### config.mk
export PLATFORM = sky130hd
export DESIGN_NAME = mod_counter_ps_flat
export DESIGN_NICKNAME = d
export VERILOG_FILES = /design/src/rtl/mod_counter_ps_pkg.sv /design/src/rtl/mod_counter_ps_if.sv /design/src/rtl/mod_counter_ps_clk_en_prescaler.sv /design/src/rtl/mod_counter_ps.sv /design/src/flat_wrapper.sv
export SDC_FILE = /design/constraint.sdc
export NUM_CORES = 1
export LEC_CHECK = 0
export CAP_MARGIN = 20
export CORE_UTILIZATION = 40
export CTS_CLUSTER_SIZE = 10
export DETAILED_ROUTE_END_ITERATION = 10
export GPL_TIMING_DRIVEN = 0
export PLACE_DENSITY = 0.72
export SKIP_CTS_REPAIR_TIMING = 1
export SLEW_MARGIN = 20
export SYNTH_ARGS = -nofsm -noshare
export SYNTH_HDL_FRONTEND = slang
export SYNTH_SLANG_ARGS = --single-unit
### constraint.sdc
create_clock -name clk -period 1.7 [get_ports clk]
set_input_delay 0.17 -clock clk [delete_from_list [all_inputs] [get_ports clk]]
set_output_delay 0.17 -clock clk [all_outputs]
set_load 0.005 [all_outputs]
### src/rtl/mod_counter_ps_pkg.sv
`default_nettype none
// ============================================================================
//  Module  : mod_counter_pkg
//  Brief   : Shared limits, mode encoding and sizing helper for mod_counter_ps.
//  Revision: 1.0
// ============================================================================
package mod_counter_pkg;

  localparam int              MIN_WIDTH    = 1;
  localparam int              MAX_WIDTH    = 32;
  localparam longint unsigned MIN_MODULUS  = 2;
  localparam longint unsigned MIN_PRESCALE = 1;
  localparam longint unsigned MAX_PRESCALE = 64'h0000_0000_FFFF_FFFF;

  localparam bit MODE_WRAP = 1'b0;
  localparam bit MODE_SAT  = 1'b1;

  // Bits needed to hold 0..n-1, never less than one so a register always exists.
  function automatic int clog2_min1(input longint unsigned n);
    int r;
    r = 0;
    while ((64'd1 << r) < n) r++;
    if (r < 1) r = 1;
    return r;
  endfunction

endpackage
`default_nettype wire

### src/rtl/mod_counter_ps_if.sv
`default_nettype none
// ============================================================================
//  Module  : mod_counter_ps_if
//  Brief   : Control/status bundle between a counter user and mod_counter_ps.
//  Revision: 1.0
// ============================================================================
interface mod_counter_ps_if #(
  parameter int WIDTH = 8
);

  logic             en;
  logic             up;
  logic             clr;
  logic             load;
  logic [WIDTH-1:0] d;
  logic [WIDTH-1:0] q;
  logic             tc;
  logic             tick;
  logic             at_max;
  logic             at_zero;

  modport master (
    output en, up, clr, load, d,
    input  q, tc, tick, at_max, at_zero
  );

  modport slave (
    input  en, up, clr, load, d,
    output q, tc, tick, at_max, at_zero
  );

endinterface
`default_nettype wire

### src/rtl/mod_counter_ps_clk_en_prescaler.sv
`default_nettype none
// ============================================================================
//  Module  : clk_en_prescaler
//  Brief   : Divides enabled clock cycles by PRESCALE into a one-cycle tick.
//  Revision: 1.0
// ============================================================================
module clk_en_prescaler
  import mod_counter_pkg::*;
#(
  parameter longint unsigned PRESCALE = 1
) (
  input  logic clk,
  input  logic reset,
  input  logic en,
  input  logic sync_clr,
  output logic tick
);

  localparam int              c_PW     = clog2_min1(PRESCALE);
  localparam logic [c_PW-1:0] c_P_LAST = c_PW'(PRESCALE - 1);

  if (PRESCALE < MIN_PRESCALE || PRESCALE > MAX_PRESCALE) begin : g_bad_prescale
    $error("clk_en_prescaler: PRESCALE out of range");
  end

  logic [c_PW-1:0] r_p;
  logic            w_last;

  // With PRESCALE=1 the phase never leaves zero, so tick reduces to en.
  assign w_last = (r_p == c_P_LAST);
  assign tick   = en & w_last;

  always_ff @(posedge clk or negedge reset) begin
    if (!reset) begin
      r_p <= '0;
    end else if (sync_clr) begin
      r_p <= '0;
    end else if (en) begin
      r_p <= w_last ? '0 : r_p + c_PW'(1);
    end
  end

endmodule
`default_nettype wire

### src/rtl/mod_counter_ps.sv
`default_nettype none
// ============================================================================
//  Module  : mod_counter_ps
//  Brief   : Modulo-N up/down counter with load, clear, wrap/saturate and prescaler.
//  Revision: 1.0
// ============================================================================
module mod_counter_ps
  import mod_counter_pkg::*;
#(
  parameter int              WIDTH    = 8,
  parameter longint unsigned MODULUS  = 256,
  parameter longint unsigned PRESCALE = 1,
  parameter bit              SATURATE = MODE_WRAP
) (
  input  logic               clk,
  input  logic               reset,
  mod_counter_ps_if.slave    bus
);

  if (WIDTH < MIN_WIDTH || WIDTH > MAX_WIDTH) begin : g_bad_width
    $error("mod_counter_ps: WIDTH out of range");
  end
  if (MODULUS < MIN_MODULUS || MODULUS > (64'd1 << WIDTH)) begin : g_bad_modulus
    $error("mod_counter_ps: MODULUS out of range");
  end

  localparam logic [WIDTH-1:0] c_Q_MAX = WIDTH'(MODULUS - 1);
  localparam bit               c_HOLD  = (SATURATE == MODE_SAT);

  logic [WIDTH-1:0] r_q;
  logic             r_tc;
  logic [WIDTH-1:0] w_q_next;
  logic             w_tc_next;
  logic             w_tick;
  logic             w_sync_clr;

  assign w_sync_clr = bus.clr | bus.load;

  clk_en_prescaler #(
    .PRESCALE (PRESCALE)
  ) u_prescaler (
    .clk      (clk),
    .reset    (reset),
    .en       (bus.en),
    .sync_clr (w_sync_clr),
    .tick     (w_tick)
  );

  always_comb begin
    w_q_next  = r_q;
    w_tc_next = 1'b0;
    if (bus.clr) begin
      w_q_next = '0;
    end else if (bus.load) begin
      w_q_next = (bus.d > c_Q_MAX) ? c_Q_MAX : bus.d;
    end else if (w_tick) begin
      if (bus.up) begin
        if (r_q == c_Q_MAX) begin
          w_tc_next = 1'b1;
          w_q_next  = c_HOLD ? r_q : '0;
        end else begin
          w_q_next  = r_q + WIDTH'(1);
        end
      end else begin
        if (r_q == '0) begin
          w_tc_next = 1'b1;
          w_q_next  = c_HOLD ? r_q : c_Q_MAX;
        end else begin
          w_q_next  = r_q - WIDTH'(1);
        end
      end
    end
  end

  always_ff @(posedge clk or negedge reset) begin
    if (!reset) begin
      r_q  <= '0;
      r_tc <= 1'b0;
    end else begin
      r_q  <= w_q_next;
      r_tc <= w_tc_next;
    end
  end

  assign bus.q       = r_q;
  assign bus.tc      = r_tc;
  assign bus.tick    = w_tick;
  assign bus.at_max  = (r_q == c_Q_MAX);
  assign bus.at_zero = (r_q == '0);

endmodule
`default_nettype wire

### src/flat_wrapper.sv
// flat-port wrapper written by rule: the top's interface ports become plain ports
module mod_counter_ps_flat import mod_counter_pkg::*;
#(
  parameter int              WIDTH    = 8,
  parameter longint unsigned MODULUS  = 256,
  parameter longint unsigned PRESCALE = 1,
  parameter bit              SATURATE = MODE_WRAP
)
  (clk, reset, bus_en, bus_up, bus_clr, bus_load, bus_d, bus_q, bus_tc, bus_tick, bus_at_max, bus_at_zero);
  mod_counter_ps_if #(.WIDTH(WIDTH)) bus_i ();
  input  logic clk;
  input  logic reset;
  input wire logic [$bits(bus_i.en)-1:0] bus_en;
  input wire logic [$bits(bus_i.up)-1:0] bus_up;
  input wire logic [$bits(bus_i.clr)-1:0] bus_clr;
  input wire logic [$bits(bus_i.load)-1:0] bus_load;
  input wire logic [$bits(bus_i.d)-1:0] bus_d;
  output wire logic [$bits(bus_i.q)-1:0] bus_q;
  output wire logic [$bits(bus_i.tc)-1:0] bus_tc;
  output wire logic [$bits(bus_i.tick)-1:0] bus_tick;
  output wire logic [$bits(bus_i.at_max)-1:0] bus_at_max;
  output wire logic [$bits(bus_i.at_zero)-1:0] bus_at_zero;
  assign bus_i.en = bus_en;
  assign bus_i.up = bus_up;
  assign bus_i.clr = bus_clr;
  assign bus_i.load = bus_load;
  assign bus_i.d = bus_d;
  assign bus_q = bus_i.q;
  assign bus_tc = bus_i.tc;
  assign bus_tick = bus_i.tick;
  assign bus_at_max = bus_i.at_max;
  assign bus_at_zero = bus_i.at_zero;
  mod_counter_ps #(.WIDTH(WIDTH), .MODULUS(MODULUS), .PRESCALE(PRESCALE), .SATURATE(SATURATE)) u_core (.clk(clk), .reset(reset), .bus(bus_i));
endmodule
==> run metrics <==
CP Cell Sequence=buf_6, nand4_1, nor2_4, clkdlybuf4s50_1; skew final=5.34 ps; Reg area=approximately 230 um^2; Die Footprint=2450 um^2; WL per Instance=16.1 um; hold_ws=213 ps; Clock Path Buffers=2; DRC viols=0; Area Overhead vs Synth=50.4%; total global routing overflow=0; final core occ=66.4%; antenna violations before repair=0; CTS Sinks=9; area taken by multi-input logic gates=644 um^2; CTS Buf Count=3; worst setup margin=-232 ps; Fin. Hold Viols=0; core footprint=2040 um^2; number of cell rows=16; Max Clk Rate=518 MHz; failing checks=setup timing; dpl hpwl=1760 um; Slew @ Worst Pin=538 ps; vias in the first global route=between 800 and 900; Worst Path Required=1530 ps; register bit total from synthesis=9; initial core utilization=44.1%; max cap viols=0; Seq/Total Area, Yosys=25.0%; Reg clk slew, reported paths=70 ps; Post-Syn Nets=approximately 130; Startpoint Class=register; CP arrival=~1800 ps; Post-Synthesis Cells=between 100 and 150; total wire length=2850 um; RSZ-0062 raised after global routing=true; Netlist Area Pre-Place=901 um^2; Tmin final=1930 ps; Critical-path top delay cell=clkdlybuf4s50_1; drt pass-1 iters=4; outcome=complete, but fails checks; worst-path fanout max=10; pre-CTS WS=-340 ps; Avg Synthesized Cell Area=8.04 um^2; largest cells by area after synthesis=dfrtp_1 (25%), a21oi_1 (5.0%), ha_1 (4.2%); I/O Pins=26; routability-driven placement congestion ratio=0.880; synth warn=0; total power divided by cell area=571 nW/um^2; # setup viols final=5; crit end category=output port; post-synth top area cell=dfrtp_1; EDFF count, synth=0; top_reg_cell synth=dfrtp_1; n_diodes=0; Die Width=49.5 um; final critical-path share of the clock period=114%; Setup CP Type=register to output port; global-route wire length before repair=3920 um; H-tree depth=1; fillers=175; largest net degree at the start of global routing=11; max_slew headroom=~64%; Static Leak=just over 0.5 nW; Max IR drop VDD=359 uV; clk_lat worst skew=270 ps; IO Port Bufs=24; DR vias/cell=6.02; CP peak stage delay=510 ps; DR vias=1065; Final Max Slew Viols=0; Yosys top cell area share=25.0%; share of flip-flops with an asynchronous set or reset=100%; DRT iter0 DRCs=47; share of layout cells above drive strength 1=24.7%; CTS tree=yes; top cells by count, synth=a21oi_1 (9), dfrtp_1 (9), nand2_1 (7), nand3_1 (7), nor2_1 (7); HP Class=input port to async pin; NumNets Final=168; number of antenna-violating nets in the routed design=0; root buffer cell=clkbuf_4; Distinct cells, synth=40; chip height=49.5 um; total global-route track usage=a little over a fifth
path summary, 6_finish.rpt:
kind,start,endpoint,slack (ps),cells past startpoint
max reg2reg,u_core.bus.q[0]$_DFFE_PN0P_,u_core.bus.q[2]$_DFFE_PN0P_,-220,8
min,reset,u_core.bus.q[6]$_DFFE_PN0P_,210,1
max in group asynchronous,reset,u_core.bus.q[0]$_DFFE_PN0P_,1150,1
max,u_core.bus.q[2]$_DFFE_PN0P_,bus_at_max,-230,4
min reg2reg,u_core.bus.q[6]$_DFFE_PN0P_,u_core.bus.q[6]$_DFFE_PN0P_,720,3
min in group clk,bus_d[2],u_core.bus.q[2]$_DFFE_PN0P_,460,3
metal layers:
metal  routed length [um]  vias up  global-route usage (%)
li1                     -      494                       -
met1                 1120      506                    27.5
met2                 1440       57                    34.2
met3                  194        8                    3.09
met4                   96        0                    10.5
met5                    0        -                       0
power by group:
part	total, mW	switching, mW	internal, mW	leakage [nW]
Sequential	0.253	0.0230	0.230	0.116
Clock	0.178	0.0874	0.0909	0.0150
Combinational	0.343	0.160	0.183	0.374
Total	0.774	0.270	0.504	0.505
area by class of cell:
class / instances / share of cell area (%)
sequential: 9 / 16.8
tap: 27 / 2.49
timing repair buffer: 34 / 24.3
inverter: 4 / 1.66
multi-input combinational: 88 / 47.6
clock buffer: 4 / 1.94
buffer: 11 / 5.26
kinds of logic after synthesis:
logic type	count (synthesis)	synth area share, %
fa+ha+maj	3	4.17
compound gates	32	24.2
mux	3	3.33
simple gates	48	32.9
xor+xnor	2	1.94
flops	9	25.0
buf+inv	15	8.47
through the flow:
step                power [mW]  setup TNS, ps  area [um^2]  instances
finish                   0.774           -749         1360        177
global route             0.823          -1240         1360        177
CTS                      0.702          -1760         1200        167
detailed placement       0.531          -1430         1170        163
global placement         0.527          -1230         1170        163
floorplan                0.421              0          901        112
critical path, delay by kind of cell (launching register included):
kind | cells | cell delay [ps]
AND/OR/NAND/NOR | 2 | 370
buffers and inverters | 2 | 680
flip-flops | 1 | 440
placed cells by master, fill, tap and decap left out, types with 2 or more instances in the layout:
cell type        instances
nor3_1                   4
a21oi_1                  8
mux2i_1                  3
nand2_1                  7
buf_6                    3
buf_4                   10
nand2b_1                 2
a211o_1                  3
o211ai_1                 5
or3_1                    3
o21ai_0                  4
ha_4                     2
dfrtp_2                  2
nand3_1                  7
clkdlybuf4s50_1         23
dfrtp_1                  7
inv_1                    2
clkbuf_4                 5
nor3b_1                  4
nor2b_1                  3
buf_2                    2
a31oi_1                  3
nor2_1                   6
clkbuf_1                 4
nand4_1                  3
sequential cells by signal, summed over array words and instances (netlist names):
name,count
u_core.bus.q,8
u_core.bus.tc,1
Note: power is estimated with default switching activity, not from simulation.
